$ cat config.mk
export PLATFORM = sky130hd
export DESIGN_NAME = screen_sequencer
export DESIGN_NICKNAME = d
export VERILOG_FILES = /design/src/rtl/screen_sequencer.sv
export SDC_FILE = /design/constraint.sdc
export NUM_CORES = 1
export LEC_CHECK = 0
export BUFFER_PORTS_ARGS = -buffer_cell sky130_fd_sc_hd__buf_2
export CORE_MARGIN = 5
export CORE_UTILIZATION = 50
export CTS_BUF_LIST = sky130_fd_sc_hd__clkbuf_8
export CTS_CLUSTER_DIAMETER = 100
export DETAILED_ROUTE_END_ITERATION = 16
export GPL_TIMING_DRIVEN = 0
export PLACE_DENSITY = 0.84
export SYNTH_ARGS = -nofsm -noshare
export SYNTH_HDL_FRONTEND = slang
export SYNTH_SLANG_ARGS = --single-unit
$ cat constraint.sdc
create_clock -name clk -period 2.28 [get_ports clk]
set_input_delay 0.456 -clock clk [delete_from_list [all_inputs] [get_ports clk]]
set_output_delay 0.456 -clock clk [all_outputs]
set_load 0.1 [all_outputs]
$ cat src/rtl/screen_sequencer.sv
// Game-level screen sequencer: START/PLAY/LOST/OVER phases, lives and frame-aligned colour select.
// Optional PAUSE state is enabled with `define SCREEN_SEQUENCER_PAUSE_EN.
module screen_sequencer #(
    parameter int unsigned INIT_LIVES   = 3,
    parameter int unsigned FLASH_FRAMES = 60,
    parameter int unsigned FLASH_PERIOD = 8,
    parameter int unsigned OVER_FRAMES  = 120
) (
    input  logic       clk,
    input  logic       resetN,
    input  logic       startOfFrame,
    input  logic       startButton,
    input  logic       ballLost,
`ifdef SCREEN_SEQUENCER_PAUSE_EN
    input  logic       pauseButton,
`endif
    input  logic [7:0] RGB_screen_main,
    input  logic [7:0] RGB_screen_start,
    input  logic [7:0] RGB_screen_over,
    output logic [7:0] RGB_screen,
    output logic       gameActive,
    output logic [1:0] lives,
    output logic       flashOn
);

    localparam int unsigned CntMax = (OVER_FRAMES > FLASH_FRAMES) ? OVER_FRAMES : FLASH_FRAMES;
    localparam int unsigned CntW   = $clog2(CntMax + 1);

    typedef enum logic [2:0] {
        StStart,
        StPlay,
        StLost,
        StOver,
        StPause
    } state_e;

    state_e            state_q, state_d;
    logic [CntW-1:0]   cnt_q, cnt_d;
    logic [1:0]        lives_q, lives_d;
    logic              start_prev_q;
    logic              start_pend_q, start_pend_d;
    logic              lost_pend_q, lost_pend_d;
    logic              flash_q, flash_d;
    logic              active_q, active_d;
    logic [7:0]        rgb_q, rgb_d;
    logic              start_evt, lost_evt;

`ifdef SCREEN_SEQUENCER_PAUSE_EN
    logic              pause_prev_q;
    logic              pause_pend_q, pause_pend_d;
    logic              pause_evt;
    logic [7:0]        dim_main;

    assign pause_evt = pause_pend_q | (pauseButton & ~pause_prev_q);
    assign dim_main  = {1'b0, RGB_screen_main[7:6], 1'b0, RGB_screen_main[4:3],
                        1'b0, RGB_screen_main[1]};
`endif

    // Events arriving in the startOfFrame cycle itself still count for that frame edge.
    assign start_evt = start_pend_q | (startButton & ~start_prev_q);
    assign lost_evt  = lost_pend_q | ballLost;

    always_comb begin
        state_d      = state_q;
        cnt_d        = cnt_q;
        lives_d      = lives_q;
        start_pend_d = start_evt;
        lost_pend_d  = lost_evt;
`ifdef SCREEN_SEQUENCER_PAUSE_EN
        pause_pend_d = pause_evt;
`endif
        if (startOfFrame) begin
            start_pend_d = 1'b0;
            lost_pend_d  = 1'b0;
`ifdef SCREEN_SEQUENCER_PAUSE_EN
            pause_pend_d = 1'b0;
`endif
            unique case (state_q)
                StStart: begin
                    if (start_evt) begin
                        state_d = StPlay;
                        lives_d = 2'(INIT_LIVES);
                    end
                end
                StPlay: begin
                    if (lost_evt) begin
                        cnt_d = '0;
                        if (lives_q > 2'd1) begin
                            lives_d = lives_q - 2'd1;
                            state_d = StLost;
                        end else begin
                            lives_d = 2'd0;
                            state_d = StOver;
                        end
                    end
`ifdef SCREEN_SEQUENCER_PAUSE_EN
                    else if (pause_evt) begin
                        state_d = StPause;
                    end
`endif
                end
                StLost: begin
                    if (cnt_q == CntW'(FLASH_FRAMES - 1)) begin
                        state_d = StPlay;
                        cnt_d   = '0;
                    end else begin
                        cnt_d = cnt_q + 1'b1;
                    end
                end
                StOver: begin
                    // Counter saturates so the start gate stays open indefinitely.
                    if (cnt_q >= CntW'(OVER_FRAMES)) begin
                        if (start_evt) begin
                            state_d = StStart;
                            cnt_d   = '0;
                        end
                    end else begin
                        cnt_d = cnt_q + 1'b1;
                    end
                end
`ifdef SCREEN_SEQUENCER_PAUSE_EN
                StPause: begin
                    if (pause_evt) state_d = StPlay;
                end
`endif
                default: state_d = StStart;
            endcase
        end
    end

    always_comb begin
        flash_d  = (state_d == StLost) && (((32'(cnt_d) / FLASH_PERIOD) % 2) == 1);
        active_d = (state_d == StPlay) || (state_d == StPause);
        unique case (state_q)
            StStart: rgb_d = RGB_screen_start;
            StPlay:  rgb_d = RGB_screen_main;
            StLost:  rgb_d = flash_q ? 8'hFF : RGB_screen_main;
            StOver:  rgb_d = RGB_screen_over;
`ifdef SCREEN_SEQUENCER_PAUSE_EN
            StPause: rgb_d = dim_main;
`endif
            default: rgb_d = 8'h00;
        endcase
    end

    always_ff @(posedge clk or negedge resetN) begin
        if (!resetN) begin
            state_q      <= StStart;
            cnt_q        <= '0;
            lives_q      <= 2'(INIT_LIVES);
            start_prev_q <= 1'b0;
            start_pend_q <= 1'b0;
            lost_pend_q  <= 1'b0;
            flash_q      <= 1'b0;
            active_q     <= 1'b0;
            rgb_q        <= 8'h00;
        end else begin
            state_q      <= state_d;
            cnt_q        <= cnt_d;
            lives_q      <= lives_d;
            start_prev_q <= startButton;
            start_pend_q <= start_pend_d;
            lost_pend_q  <= lost_pend_d;
            flash_q      <= flash_d;
            active_q     <= active_d;
            rgb_q        <= rgb_d;
        end
    end

`ifdef SCREEN_SEQUENCER_PAUSE_EN
    always_ff @(posedge clk or negedge resetN) begin
        if (!resetN) begin
            pause_prev_q <= 1'b0;
            pause_pend_q <= 1'b0;
        end else begin
            pause_prev_q <= pauseButton;
            pause_pend_q <= pause_pend_d;
        end
    end
`endif

    assign RGB_screen = rgb_q;
    assign gameActive = active_q;
    assign lives      = lives_q;
    assign flashOn    = flash_q;

endmodule
# Yosys cells after proc, flatten, opt, wreduce, memory -nomap -nowiden
# Cells that the tools add are included.
# word_totals
out_inout_bits	12
register_bits	25
elab_cells	57
in_bits	29
# op_classes
n_reduce_logical	7
mux	22
n_bitwise	4
eq_ne	10
magnitude_cmp	2
add_sub_neg	2
# ops
cell	count
$pmux 8 s4	1
$mux 7	4
$pmux 7 s3	1
$mux 3	6
$pmux 3 s4	1
$eq 3x2->1 const B	3
$mux 8	1
$reduce_and 4->1	2
$add 7x1->7 const B	1
$eq 7x6->1 const B	1
$ge 7x7->1 const B	1
$eq 3x1->1 const B	2
$mux 2	3
$mux 4	1
$ne 2x2->1 const B	2
$pmux 2 s2	1
$eq 3x3->1 const B	1
$logic_not 3->1	1
$mux 1	3
$ne 3x3->1 const B	1
$reduce_bool 3->1	1
$gt 2x1->1 const B	1
$or 1x1->1	2
$reduce_bool 2->1	1
5 further kinds	5

# Logic depth before layout (Yosys ltp)
# logic_depth
word_depth	9
depth_mapped	6
depth_no_buf	6

# Worst setup path after synthesis
# Ideal clock, no wire load.
# synth_timing
path_kind	register to register
startpoint	reg flash_q, in the netlist flashOn
endpoint	reg rgb_q[2], in the netlist RGB_screen[2]
n_path_buf	0
arrival_time_ns	1.919
path_slack_ns	0.289
path_stages_with_launch	6
path_cell_list	dfrtp_1 > inv_1 > o31ai_1 > o22ai_1 > mux2_2 > nor2_1
# synth_between
elab_chain_cells	2
# synth_lines
element	line_no	text
start: declaration	43	logic flash_q, flash_d;
start signal: assignment	164	flash_q <= flash_d;
$mux 8	137	StLost: rgb_d = flash_q ? 8'hFF : RGB_screen_main;
$pmux 8 s4	134	unique case (state_q)
named net rgb_d[2]	45	logic [7:0] rgb_q, rgb_d;
end signal: assignment	166	rgb_q <= rgb_d;
end: declaration	45	
# The timed path passes the listed nets, and every way through them passes these cells.
# A chain may end at the register's enable or synchronous reset.

# Worst setup path after layout
# layout_timing
startpoint	reg cnt_q[0]
endpoint	reg cnt_q[4]
# layout_between
elab_chain_cells	3
word_cells_on_any_way	8
classes_between	add/sub (1); order compare (1); eq/ne (2); mux (3); reduce/logical (1)
# layout_lines
element	line_no	text
start: declaration	38	logic [CntW-1:0] cnt_q, cnt_d;
start signal: assignment	159	cnt_q <= cnt_d;
$add 7x1->7 (tied with other cells)	107, 118	
$mux 7 (tied with other cells)	112	if (cnt_q >= CntW'(OVER_FRAMES)) begin
$pmux 7 s3 / $reduce_and 4->1 (equally long branches)	-	
# Several ways; a longest one is shown, not always the timed one.

==> run metrics <==
Avg Inst Size Synth=9.400 um2; TritonCTS Buffers=3; Setup TNS Final=0 ps; CTS tree=yes; Syn Std Cell Area=1485 um2; overall power=2.703 mW; full die area=4160 um2; final max-slew violation count=0; Nets=234; crit path kind=flop to flop; GPL Wtd Cong=0.8509; Primary FF master, synth=dfrtp_1; synth top area cells=dfrtp_1 (39%), mux2_2 (6.8%), nor2_1 (6.6%); CTS max path bufs=2; Fmax=0.5151 GHz; MaxCap Viol Count=0; Synth cell types=46; fin crit period=1941 ps; clock root buffer=clkbuf_8; clock transition at the registers of the reported paths=90 ps; 1st-pass router iterations=4; Critical Path AT=2090 ps; Die Ht=64.50 um; flop-to-flop setup slack=340 ps; Post-route DRC=0; final WL=3305 um; power per cell area=1527 nW/um2; Die Span X=64.50 um; vias in the first global route=1246; top-area cell type share of the netlist area=38.75%; filler instances=248; unrepaired setup endpoints after global routing=no; post-synthesis xor/xnor area fraction=0.5897%; Tcrit/Tclk final=85.14%; CTS sink cnt=25; Post-Synthesis Cells=158; clock latency on the worst-skew pair=260 ps; hold buffer count at cts=0; global-route wire length before repair=5554 um; Hold Crit Class=input port to asynchronous set/reset pin; largest family of logic cells by synthesized area=simple AND/OR/NAND/NOR gates; I/O Buffers=40; Post-Synth Adder-Cell Area=1.685%; num rows=19; vias per cell=5.695; Fin. Hold Viols=0; fraction of synthesized area in multiplexers=9.520%; global route total overflow=0; vias=1327; initial drt markers=75; Final WS setup=338.7 ps; fraction of layout cells with a size suffix above 1=32.67%; largest net degree at the start of global routing=26; dpl ws=407.0 ps; Post-CTS Repair Setup Buffers=0; initial antenna violation count=0; sequential share of the synthesized area=42.29%; synth warn=0; crit-path max FO=5; final setup violation count=0; Boundary Pins=41; Critical Path Sink Type=flop; leakage power total=0.8196 nW; Seq cells post-synth=25; Layout area overhead=19.21%; Initial Util=52.94%; fraction of registers with async set/reset=100.0%; post-DP HPWL=2581 um; DRT antenna net count=0; GRT Util Overall=16.05%; area leader, netlist=dfrtp_1; # H-tree levels=1; Worst VDD drop=0.5244 mV; Util after Layout=63.11%; compound-gate portion of the synthesized area=20.98%; drt wl/cell=14.18 um; area of the multi-input gates=800.8 um2; clock skew=2.069 ps; status=completed; post-CTS sizing=0; core footprint=2805 um2; # diodes=0; CP Data Required Time=2430 ps; Syn Nets=189; simple-gate share of the synthesized area=21.15%; number of synthesized flops with an enable pin=0; actual slew at the worst max-slew pin=553.7 ps; CP Launch Type=flop; sequential cell area=628.1 um2; Max transition margin=62.77%
==> cells in the mapped netlist, types with 2 or more instances <==
master,number
nor2_1,26
dfrtp_1,23
mux2_2,9
nand2_1,8
a21oi_1,7
o21ai_0,7
a211oi_1,5
nand3_1,5
nor3_1,5
inv_1,4
mux2i_1,4
nor2b_1,4
o22ai_1,4
o31ai_1,4
buf_2,3
clkbuf_1,3
nand2b_1,3
a32o_1,2
dfstp_2,2
ha_1,2
o211ai_1,2
o21ai_1,2
==> cell type report <==
class	instances	area share [%]
buffer	8	2.332
clock inverter	1	0.2827
clock buffer	3	2.332
multi-input combinational	121	45.23
timing repair buffer	40	11.31
tap	31	2.191
inverter	4	0.8481
sequential	25	35.48
==> cells by family (layout without fill, tap and decap cells) <==
logic type,count (synthesis),in the layout
simple gates,62,62
compound gates,43,43
flops,25,25
mux,13,13
buf+inv,12,56
fa+ha+maj,2,2
xor+xnor,1,1
==> worst max-delay path, stage by stage (launching register included) <==
cell       delay (ps)
dfrtp_1           420
ha_1              260
or4b_1            480
a21oi_2           210
or2b_4            170
a2bb2oi_1         200
o31ai_1            90
==> layout by cell type, fill, tap and decap left out, types with 2 or more instances in the layout <==
| cell | Yosys | layout |
|---|---|---|
| buf_2 | 3 | 43 |
| nor2_1 | 26 | 26 |
| dfrtp_1 | 23 | 23 |
| mux2_2 | 9 | 9 |
| nand2_1 | 8 | 8 |
| a21oi_1 | 7 | 7 |
| o21ai_0 | 7 | 7 |
| a211oi_1 | 5 | 5 |
| nand3_1 | 5 | 5 |
| nor3_1 | 5 | 5 |
| inv_1 | 4 | 4 |
| o31ai_1 | 4 | 4 |
| o22ai_1 | 4 | 4 |
| mux2i_1 | 4 | 4 |
| nor2b_1 | 4 | 4 |
| clkbuf_1 | 3 | 3 |
| nand2b_1 | 3 | 3 |
| clkbuf_8 | 0 | 3 |
| o211ai_1 | 2 | 2 |
| o21ai_1 | 2 | 2 |
| a32o_1 | 2 | 2 |
| ha_1 | 2 | 2 |
| dfstp_2 | 2 | 2 |
==> power by group <==
group / switching [mW] / internal [mW] / total (mW) / leakage, nW
registers: 0.122 / 0.615 / 0.737 / 0.302
clock network: 0.135 / 0.122 / 0.257 / 0.0255
logic: 1.25 / 0.455 / 1.71 / 0.492
total: 1.51 / 1.19 / 2.70 / 0.820
==> per-layer routing <==
layer / GRT usage (%) / vias to the layer above / wire [um]
met5: 0 / - / 0
met4: 2.902 / 0 / 13
met3: 2.936 / 4 / 243
met2: 29.38 / 51 / 1640
met1: 19.89 / 613 / 1407
li1: - / 659 / -
==> through the flow <==
| stage | instances | hold WS [ps] | instance area, um2 |
|---|---|---|---|
| global placement | 229 | 463.8 | 1724 |
| finish | 233 | 163.3 | 1770 |
| floorplan | 158 | 160.4 | 1485 |
| global route | 233 | 219.8 | 1770 |
| detailed placement | 229 | 474.9 | 1724 |
| CTS | 233 | 178.7 | 1770 |
==> flip-flops by register name (all words and copies together), names as in the netlist <==
| signal | flops |
|---|---|
| lives | 2 |
| lost_pend_q | 1 |
| RGB_screen | 8 |
| gameActive | 1 |
| cnt_q | 7 |
| start_pend_q | 1 |
| flashOn | 1 |
| start_prev_q | 1 |
| state_q | 3 |
==> worst paths after layout <==
path,from,endpoint,cells after the start
worst min-delay path,resetN,RGB_screen[4]$_DFF_PN0_,1
min in group clk,startButton,start_prev_q$_DFF_PN0_,1
worst min register to register,lives[1]$_DFFE_PN1P_,lives[1]$_DFFE_PN1P_,2
worst max register to register,cnt_q[0]$_DFFE_PN0P_,cnt_q[4]$_DFFE_PN0P_,6
max in group asynchronous,resetN,lives[0]$_DFFE_PN1P_,1
worst max-delay path,cnt_q[0]$_DFFE_PN0P_,cnt_q[4]$_DFFE_PN0P_,6
Power figures use the tool's default switching activity.
